$ cat src/rtl/dmem_arbiter.sv
// Data-memory arbiter for the RV32 pipeline: shares one fixed-latency memory port
// between the MEM-stage core path and a debug/loader port, stalling the core until done.
module dmem_arbiter #(
    parameter int ADDR_W   = 8,
    parameter int MEM_LAT  = 1,
    parameter int MAX_WAIT = 4
) (
    input  logic              clock,
    input  logic              reset,
    input  logic              core_req,
    input  logic              core_we,
    input  logic [ADDR_W-1:0] core_addr,
    input  logic [31:0]       core_wdata,
    output logic [31:0]       core_rdata,
    output logic              core_stall,
    input  logic              dbg_req,
    input  logic              dbg_we,
    input  logic [ADDR_W-1:0] dbg_addr,
    input  logic [31:0]       dbg_wdata,
    output logic              dbg_ack,
    output logic [31:0]       dbg_rdata,
    output logic              mem_en,
    output logic              mem_we,
    output logic [ADDR_W-1:0] mem_addr,
    output logic [31:0]       mem_wdata,
    input  logic [31:0]       mem_rdata,
    output logic [1:0]        fsm_state
);

    localparam int LAT_W  = $clog2(MEM_LAT + 1);
    localparam int WAIT_W = (MAX_WAIT < 1) ? 1 : $clog2(MAX_WAIT + 1);

    typedef enum logic [1:0] {
        S_IDLE  = 2'd0,
        S_ISSUE = 2'd1,
        S_WAIT  = 2'd2,
        S_DONE  = 2'd3
    } state_t;

    state_t            state;
    logic              owner_dbg;
    logic [LAT_W-1:0]  lat_cnt;
    logic [WAIT_W-1:0] wait_cnt;

    logic dbg_force;
    logic grant_dbg;
    logic grant_any;
    logic dbg_in_service;

    // Handshakes: core_req is held until the DONE cycle in which core_stall drops;
    // dbg_req is held until the single-cycle dbg_ack pulse.
    assign dbg_force      = dbg_req && (wait_cnt >= WAIT_W'(MAX_WAIT));
    assign grant_dbg      = dbg_force || (dbg_req && !core_req);
    assign grant_any      = core_req || dbg_req;
    assign dbg_in_service = (state != S_IDLE) && owner_dbg;

    assign core_stall = core_req && !((state == S_DONE) && !owner_dbg);
    assign fsm_state  = state;

    always_ff @(posedge clock or negedge reset) begin
        if (!reset) begin
            state      <= S_IDLE;
            owner_dbg  <= 1'b0;
            lat_cnt    <= '0;
            mem_en     <= 1'b0;
            mem_we     <= 1'b0;
            mem_addr   <= '0;
            mem_wdata  <= '0;
            core_rdata <= '0;
            dbg_rdata  <= '0;
            dbg_ack    <= 1'b0;
        end else begin
            mem_en  <= 1'b0;
            mem_we  <= 1'b0;
            dbg_ack <= 1'b0;
            case (state)
                S_IDLE: begin
                    if (grant_any) begin
                        owner_dbg <= grant_dbg;
                        mem_addr  <= grant_dbg ? dbg_addr  : core_addr;
                        mem_wdata <= grant_dbg ? dbg_wdata : core_wdata;
                        mem_we    <= grant_dbg ? dbg_we    : core_we;
                        mem_en    <= 1'b1;
                        state     <= S_ISSUE;
                    end
                end
                S_ISSUE: begin
                    // mem_we still holds the granted request's direction here
                    if (mem_we) begin
                        dbg_ack <= owner_dbg;
                        state   <= S_DONE;
                    end else begin
                        lat_cnt <= LAT_W'(MEM_LAT);
                        state   <= S_WAIT;
                    end
                end
                S_WAIT: begin
                    lat_cnt <= lat_cnt - 1'b1;
                    if (lat_cnt == LAT_W'(1)) begin
                        if (owner_dbg) dbg_rdata <= mem_rdata;
                        else           core_rdata <= mem_rdata;
                        dbg_ack <= owner_dbg;
                        state   <= S_DONE;
                    end
                end
                S_DONE: begin
                    state <= S_IDLE;
                end
                default: begin
                    state <= S_IDLE;
                end
            endcase
        end
    end

    // Starvation guard: counts cycles a waiting debug request is passed over.
    always_ff @(posedge clock or negedge reset) begin
        if (!reset) begin
            wait_cnt <= '0;
        end else if (!dbg_req || ((state == S_IDLE) && grant_dbg)) begin
            wait_cnt <= '0;
        end else if (!dbg_in_service && (wait_cnt < WAIT_W'(MAX_WAIT))) begin
            wait_cnt <= wait_cnt + 1'b1;
        end
    end

endmodule

$ cat config.mk
export PLATFORM = sky130hd
export DESIGN_NAME = dmem_arbiter
export DESIGN_NICKNAME = d
export VERILOG_FILES = /design/src/rtl/dmem_arbiter.sv
export SDC_FILE = /design/constraint.sdc
export NUM_CORES = 1
export LEC_CHECK = 0
export CORE_ASPECT_RATIO = 2
export CORE_UTILIZATION = 57
export DETAILED_ROUTE_END_ITERATION = 8
export DONT_BUFFER_PORTS = 1
export PLACE_DENSITY = 0.75
export SETUP_SLACK_MARGIN = 0.02
export SYNTH_ARGS = -nofsm -noshare
export SYNTH_HDL_FRONTEND = slang
export SYNTH_SLANG_ARGS = --single-unit
$ cat constraint.sdc
create_clock -name clock -period 1.45 [get_ports clock]
set_input_delay 0.2175 -clock clock [delete_from_list [all_inputs] [get_ports clock]]
set_output_delay 0.2175 -clock clock [all_outputs]
set_load 0.01 [all_outputs]
==> results of run 1 <==
-- cell usage after synthesis (all sizes together) (2+ instances only) --
cell	count
a21boi	2
a21oi	3
a31oi	41
buf	19
clkbuf	14
dfrtp	114
ha	5
inv	5
mux2	65
nand2	4
nand2b	4
nand3	43
nor2	42
o211ai	2
o21ai	44
-- cells by family after synthesis --
| kind of cell | share of synthesized area [%] |
|---|---|
| XOR/XNOR | 0.1710 |
| adder cells (fa/ha/maj) | 1.221 |
| flip-flops | 55.69 |
| AO/OA/AOI/OAI | 10.85 |
| multiplexers | 18.88 |
| AND/OR/NAND/NOR | 9.111 |
| buffers and inverters | 4.079 |
-- through the flow --
stage / std cells / hold WS [ns] / area [µm²] / worst slack, ns
floorplan: 417 / -0.07809 / 5155 / 0.02987
global placement: 504 / -0.07624 / 5314 / 0.03827
detailed placement: 504 / -0.07569 / 5314 / 0.003817
==> impl_metrics.py, run 1 <==
metrics = {
    "yosys": {
        "synth.area.top_cells": "dfrtp_1 (56%), mux2_4 (18%), a31oi_1 (5.0%)",
        "ys_seq_area_share_pct": 55.69,
        "netlist.area_leader.share_pct": 55.69,
        "ys_types": 30,
        "synth_edf_count": 0,
        "ys.flop_type": "dfrtp_1",
        "async_flop_share_pct": 100.0,
        "yosysWarnings": 0,
        "syn_inst": 417,
        "synthesis.area_um2": 5122,
        "synthesis.nets": 540,
        "synth_seq_cells": 114,
        "yosysTopAreaCell": "dfrtp_1",
        "synth.avg_cell_area_um2": 12.28,
    },
    "outcome": {
        "tool.error": "[ERROR RSZ-0060] Max buffer count reached.",
        "haltStage": "clock tree synthesis (4_1_cts)",
        "outcome": "aborted with a tool error",
    },
    "clock_tree": {
        "cts_max_path_buffers": 2,
        "htree_levels": 4,
        "cts_sinks": 114,
        "root_buffer": "clkbuf_16",
        "cts_hold_buf": 109,
        "cts_setup_buffers": 4,
        "numCtsBuffers": 17,
        "cts_resized": 11,
    },
    "die": {
        "die_w_um": 69.03,
        "die_y_um": 136.1,
        "start_util_pct": 59.23,
        "io_pins": 228,
        "num_rows": 48,
    },
    "placed_design": {
        "hpwlAfterDp_um": 7984,
        "gp_congestion": 0.8145,
        "io_buffers": 0,
    },
}
==> inputs of run 2 (changes only) <==
==> config.mk (replaced) <==
export PLATFORM = sky130hd
export DESIGN_NAME = dmem_arbiter
export DESIGN_NICKNAME = d
export VERILOG_FILES = /design/src/rtl/dmem_arbiter.sv
export SDC_FILE = /design/constraint.sdc
export NUM_CORES = 1
export LEC_CHECK = 0
export CORE_UTILIZATION = 40
export DETAILED_ROUTE_END_ITERATION = 8
export DONT_BUFFER_PORTS = 1
export PLACE_DENSITY_LB_ADDON = 0.15
export SYNTH_ARGS = -nofsm -noshare
export SYNTH_HDL_FRONTEND = slang
export SYNTH_SLANG_ARGS = --single-unit
==> constraint.sdc (replaced) <==
create_clock -name clock -period 1.9 [get_ports clock]
set_input_delay 0.285 -clock clock [delete_from_list [all_inputs] [get_ports clock]]
set_output_delay 0.285 -clock clock [all_outputs]
set_load 0.01 [all_outputs]
==> impl_metrics.py, run 2 <==
metrics = {
    "outcome": {
        "outcome": "complete, but fails checks",
        "violations": "hold timing",
    },
    "placed_design": {
        "io_buffers": 0,
        "placedCellCount": 565,
        "hpwlAfterDp_um": 8108,
        "gp_congestion": 0.7520,
    },
    "setup_path": {
        "worst_setup_path_end_kind": "flip-flop",
        "startpoint": "fsm_state[0]",
        "critPathKind": "flip-flop to flip-flop",
        "r2r_start": "fsm_state[0]",
        "arrival_ns": 2.04,
        "crit_fanout": 12,
        "critPathLaunchType": "flip-flop",
        "cp.required_ns": 2.19,
    },
    "power_and_ir_drop": {
        "power_frac_clock_pct": 29.0,
        "p_int_mw": 7.672,
        "p_comb_share_pct": 25.7,
        "cellLeakagePower_nw": 2.630,
        "switching_share_pct": 32.79,
        "vdd_drop_max_uv": 655.4,
        "p_seq_share_pct": 45.2,
        "power.density_nw_per_um2": 1928,
        "p_sw_mw": 3.744,
    },
    "yosys": {
        "synth_seq_cells": 114,
        "ys_seq_area_share_pct": 55.69,
        "synth_edf_count": 0,
        "ys_types": 30,
        "synth.avg_cell_area_um2": 12.28,
        "synth_most_common_cell": "dfrtp_1",
        "syn_inst": 417,
        "ys.flop_type": "dfrtp_1",
        "synthesis.area_um2": 5122,
        "yosysWarnings": 0,
        "netlist_top_cells_count": "dfrtp_1 (114), mux2_4 (60), o21ai_0 (44), nor2_1 (42)",
        "async_flop_share_pct": 100.0,
        "synth.area.top_cells": "dfrtp_1 (56%), mux2_4 (18%), a31oi_1 (5.0%)",
        "synthesis.nets": 540,
        "yosysTopAreaCell": "dfrtp_1",
        "netlist.area_leader.share_pct": 55.69,
    },
    "routing": {
        "drcViolationCount": 0,
        "routed_wl_um": 11730,
        "wl_per_cell_um": 19.69,
        "vias": 3274,
        "ant_nets": 0,
        "drt-initial-drc-count": 220,
        "viasPerCell": 5.493,
        "drt-pass1-iter-count": 4,
    },
    "global_route": {
        "grt_util_all_layers_pct": 18.12,
        "grt_first_pass_wirelength_um": 18090,
        "grt_pass1_vias": 3351,
        "grt_max_degree": 115,
        "gr-total-overflow": 0,
        "antenna_found_initial": 0,
    },
    "layout": {
        "seqCellArea_um2": 2853,
        "antenna_cells": 0,
        "filler_cell_count": 1089,
        "multiInputGateArea_um2": 2062,
        "drive_above_1_share_pct": 25.93,
        "largestRegisters": "core_rdata x32, dbg_rdata x32, mem_wdata x32",
        "instances_no_fill": 596,
        "layout_commonest_cell": "dfrtp_1",
        "final_cell_mix": "dfrtp_1 (114), mux2_4 (60), o21ai_0 (44)",
        "syn_to_final_growth_pct": 15.58,
        "final_nets": 539,
    },
    "timing": {
        "rsz0062_at_grt": "false",
        "skew_ns": 0.007518,
        "fin_crit_sh_pct": 91.80,
        "relSlewSlack_pct": 62.73,
        "fmax_ghz": 0.5733,
        "tightest_slew_ns": 0.5584,
        "hold_ws_ns": -0.4271,
        "fin_setup_tns_ns": 0,
        "final-setup-viol-count": 0,
        "final-hold-violation-count": 114,
        "finalCriticalPeriod_ns": 1.744,
        "drv_slew": 0,
    },
    "clock_tree": {
        "cts.clk_slew.worst_paths_ns": 0.05,
        "cts_tree": "done",
        "htree_levels": 4,
        "cts_sinks": 114,
        "root_buffer": "clkbuf_16",
        "worstSkewPairLatency_ns": 0.41,
        "cts_max_path_buffers": 2,
        "numCtsBuffers": 17,
    },
    "run": {
        "drv_cap": 0,
    },
    "die": {
        "coreArea_um2": 12260,
        "die_w_um": 115.2,
        "die_y_um": 115.2,
        "num_rows": 40,
        "dieArea_um2": 13260,
        "io_pins": 228,
        "start_util_pct": 41.78,
    },
    "worst_hold_path": {
        "hold_path_class": "input port to async pin",
    },
}
run 2: cell counts after synthesis:
No cell type changed its count.
run 2: area by class of cell:
cell class / instances / area share [%]
clock buffer: 20 / 7.713
clock inverter: 11 / 2.705
inverter: 5 / 0.3170
multi-input combinational: 265 / 34.83
sequential: 114 / 48.18
tap: 168 / 3.550
timing repair buffer: 13 / 2.705
run 2: worst max-delay path: stages, from the launching register on:
cell and delay (ns):
dfrtp_1 0.37, inv_1 0.08, ha_1 0.33, nand3_4 0.27, buf_4 0.27, mux2_4 0.30
run 2: kinds of logic after synthesis:
kind of cell	count (synthesis)	synth area share (%)
xor gates and xnor gates	1	0.1710
adders and majority gates	5	1.221
AOI/OAI and AO/OA	96	10.85
and+or+nand+nor	97	9.111
muxes	66	18.88
buffers and inverters	38	4.079
DFF	114	55.69
run 2: routing by layer:
layer,up-vias,GRT usage [%],part of all wire (%)
met3,20,8.382,12
met2,170,27.55,46
met5,-,0,0
li1,1485,-,-
met1,1599,22.07,41
met4,0,7.879,2.0
run 2: path summary, 6_finish.rpt:
check | to | depth (start not counted) | slack [ns]
worst min-delay path | dbg_rdata[10] | 0 | -0.43
min in group clock | core_rdata[0] | 1 | 0.02
worst max register to register | core_rdata[3] | 5 | 0.16
max in group asynchronous | mem_wdata[8] | 0 | 2.16
worst min register to register | wait_cnt[1] | 2 | 0.58
worst max-delay path | core_rdata[3] | 5 | 0.16
run 2: what timing repair did:
item	4_1_cts	5_1_grt
setup buffers	0	0
resized for setup	0	1
hold endpoints to repair	114	114
setup endpoints to repair	0	1
run 2: power by group through the flow:
stage | clock [mW] | sequential [mW] | combinational [mW]
6_report | 3.31 | 5.17 | 2.94
5_1_grt | 3.50 | 5.33 | 3.26
4_1_cts | 3.39 | 5.19 | 2.97
3_5_place_dp | 0 | 5.21 | 2.97
3_3_place_gp | 0 | 5.23 | 2.86
2_1_floorplan | 0 | 4.90 | 2.54
run 2: per-stage QoR:
step	cell area, µm²	setup slack [ns]	hold WS, ns	util [%]	power [mW]
6_report	5921	0.1557	-0.4271	48.29	11.42
3_5_place_dp	5304	0.1574	-0.008125	43.26	8.177
2_1_floorplan	5122	0.3204	-0.01059	-	7.445
4_1_cts	5921	0.06931	-0.4508	48.29	11.55
5_1_grt	5921	0.05500	-0.4533	48.29	12.09
3_3_place_gp	5304	0.1941	-0.008490	43.26	8.086
(Power assumes the default switching activity.)
==> inputs of run 3 (changes only) <==
--- a/config.mk
+++ b/config.mk
@@ -9,6 +9,7 @@
 export DETAILED_ROUTE_END_ITERATION = 8
 export DONT_BUFFER_PORTS = 1
 export PLACE_DENSITY_LB_ADDON = 0.15
+export SLEW_MARGIN = 5
 export SYNTH_ARGS = -nofsm -noshare
 export SYNTH_HDL_FRONTEND = slang
 export SYNTH_SLANG_ARGS = --single-unit
==> results of run 3 <==
Same layout as run 2: the final DEF is identical, and so are final timing and power.
==> inputs of run 4 (changes only) <==
--- a/config.mk
+++ b/config.mk
@@ -5,7 +5,8 @@
 export SDC_FILE = /design/constraint.sdc
 export NUM_CORES = 1
 export LEC_CHECK = 0
-export CORE_UTILIZATION = 40
+export CORE_MARGIN = 4
+export CORE_UTILIZATION = 63
 export DETAILED_ROUTE_END_ITERATION = 8
 export DONT_BUFFER_PORTS = 1
 export PLACE_DENSITY_LB_ADDON = 0.15
==> impl_metrics.py, run 4 <==
metrics = {
    "outcome": {
        "outcome": "aborted with a tool error",
        "haltStage": "clock tree synthesis (4_1_cts)",
        "tool.error": "[ERROR RSZ-0060] Max buffer count reached.",
    },
    "clock_tree": {
        "cts_resized": 0,
        "numCtsBuffers": 17,
        "cts_sinks": 114,
        "cts_max_path_buffers": 2,
        "root_buffer": "clkbuf_8",
        "cts_hold_buf": 106,
        "cts_setup_buffers": 0,
        "htree_levels": 4,
    },
    "placed_design": {
        "hpwlAfterDp_um": 8638,
        "gp_congestion": 0.7714,
        "io_buffers": 0,
    },
    "yosys": {
        "synthesis.area_um2": 5122,
        "yosysWarnings": 0,
        "netlist_top_cells_count": "dfrtp_1 (114), mux2_4 (60), o21ai_0 (44), nor2_1 (42)",
        "synth_edf_count": 0,
        "syn_inst": 417,
        "synth.area.top_cells": "dfrtp_1 (56%), mux2_4 (18%), a31oi_1 (5.0%)",
        "synth_seq_cells": 114,
        "synthesis.nets": 540,
        "yosysTopAreaCell": "dfrtp_1",
        "synth.avg_cell_area_um2": 12.28,
        "ys_seq_area_share_pct": 55.69,
        "ys_types": 30,
        "ys.flop_type": "dfrtp_1",
        "async_flop_share_pct": 100.0,
        "netlist.area_leader.share_pct": 55.69,
        "synth_most_common_cell": "dfrtp_1",
    },
    "die": {
        "die_w_um": 98.17,
        "die_y_um": 98.17,
        "start_util_pct": 65.61,
        "io_pins": 228,
        "num_rows": 32,
    },
}
-- run 4: cell counts after synthesis --
No cell type changed its count.
-- run 4: kinds of logic after synthesis --
kind of cell             count (synthesis)  synth area share [%]
multiplexers                            66                 18.88
flip-flops                             114                 55.69
adder cells (fa/ha/maj)                  5                 1.221
XOR/XNOR                                 1                0.1710
AND/OR/NAND/NOR                         97                 9.111
AO/OA/AOI/OAI                           96                 10.85
buffers and inverters                   38                 4.079
-- run 4: metrics by stage --
step / cells / instance area (µm²) / hold WS (ns) / util (%) / worst slack (ns)
after detailed placement: 496 / 5199 / -0.007625 / 66.59 / 0.2273
after global placement: 496 / 5199 / -0.008252 / 66.59 / 0.3113
after floorplan: 417 / 5122 / -0.01059 / - / 0.3204
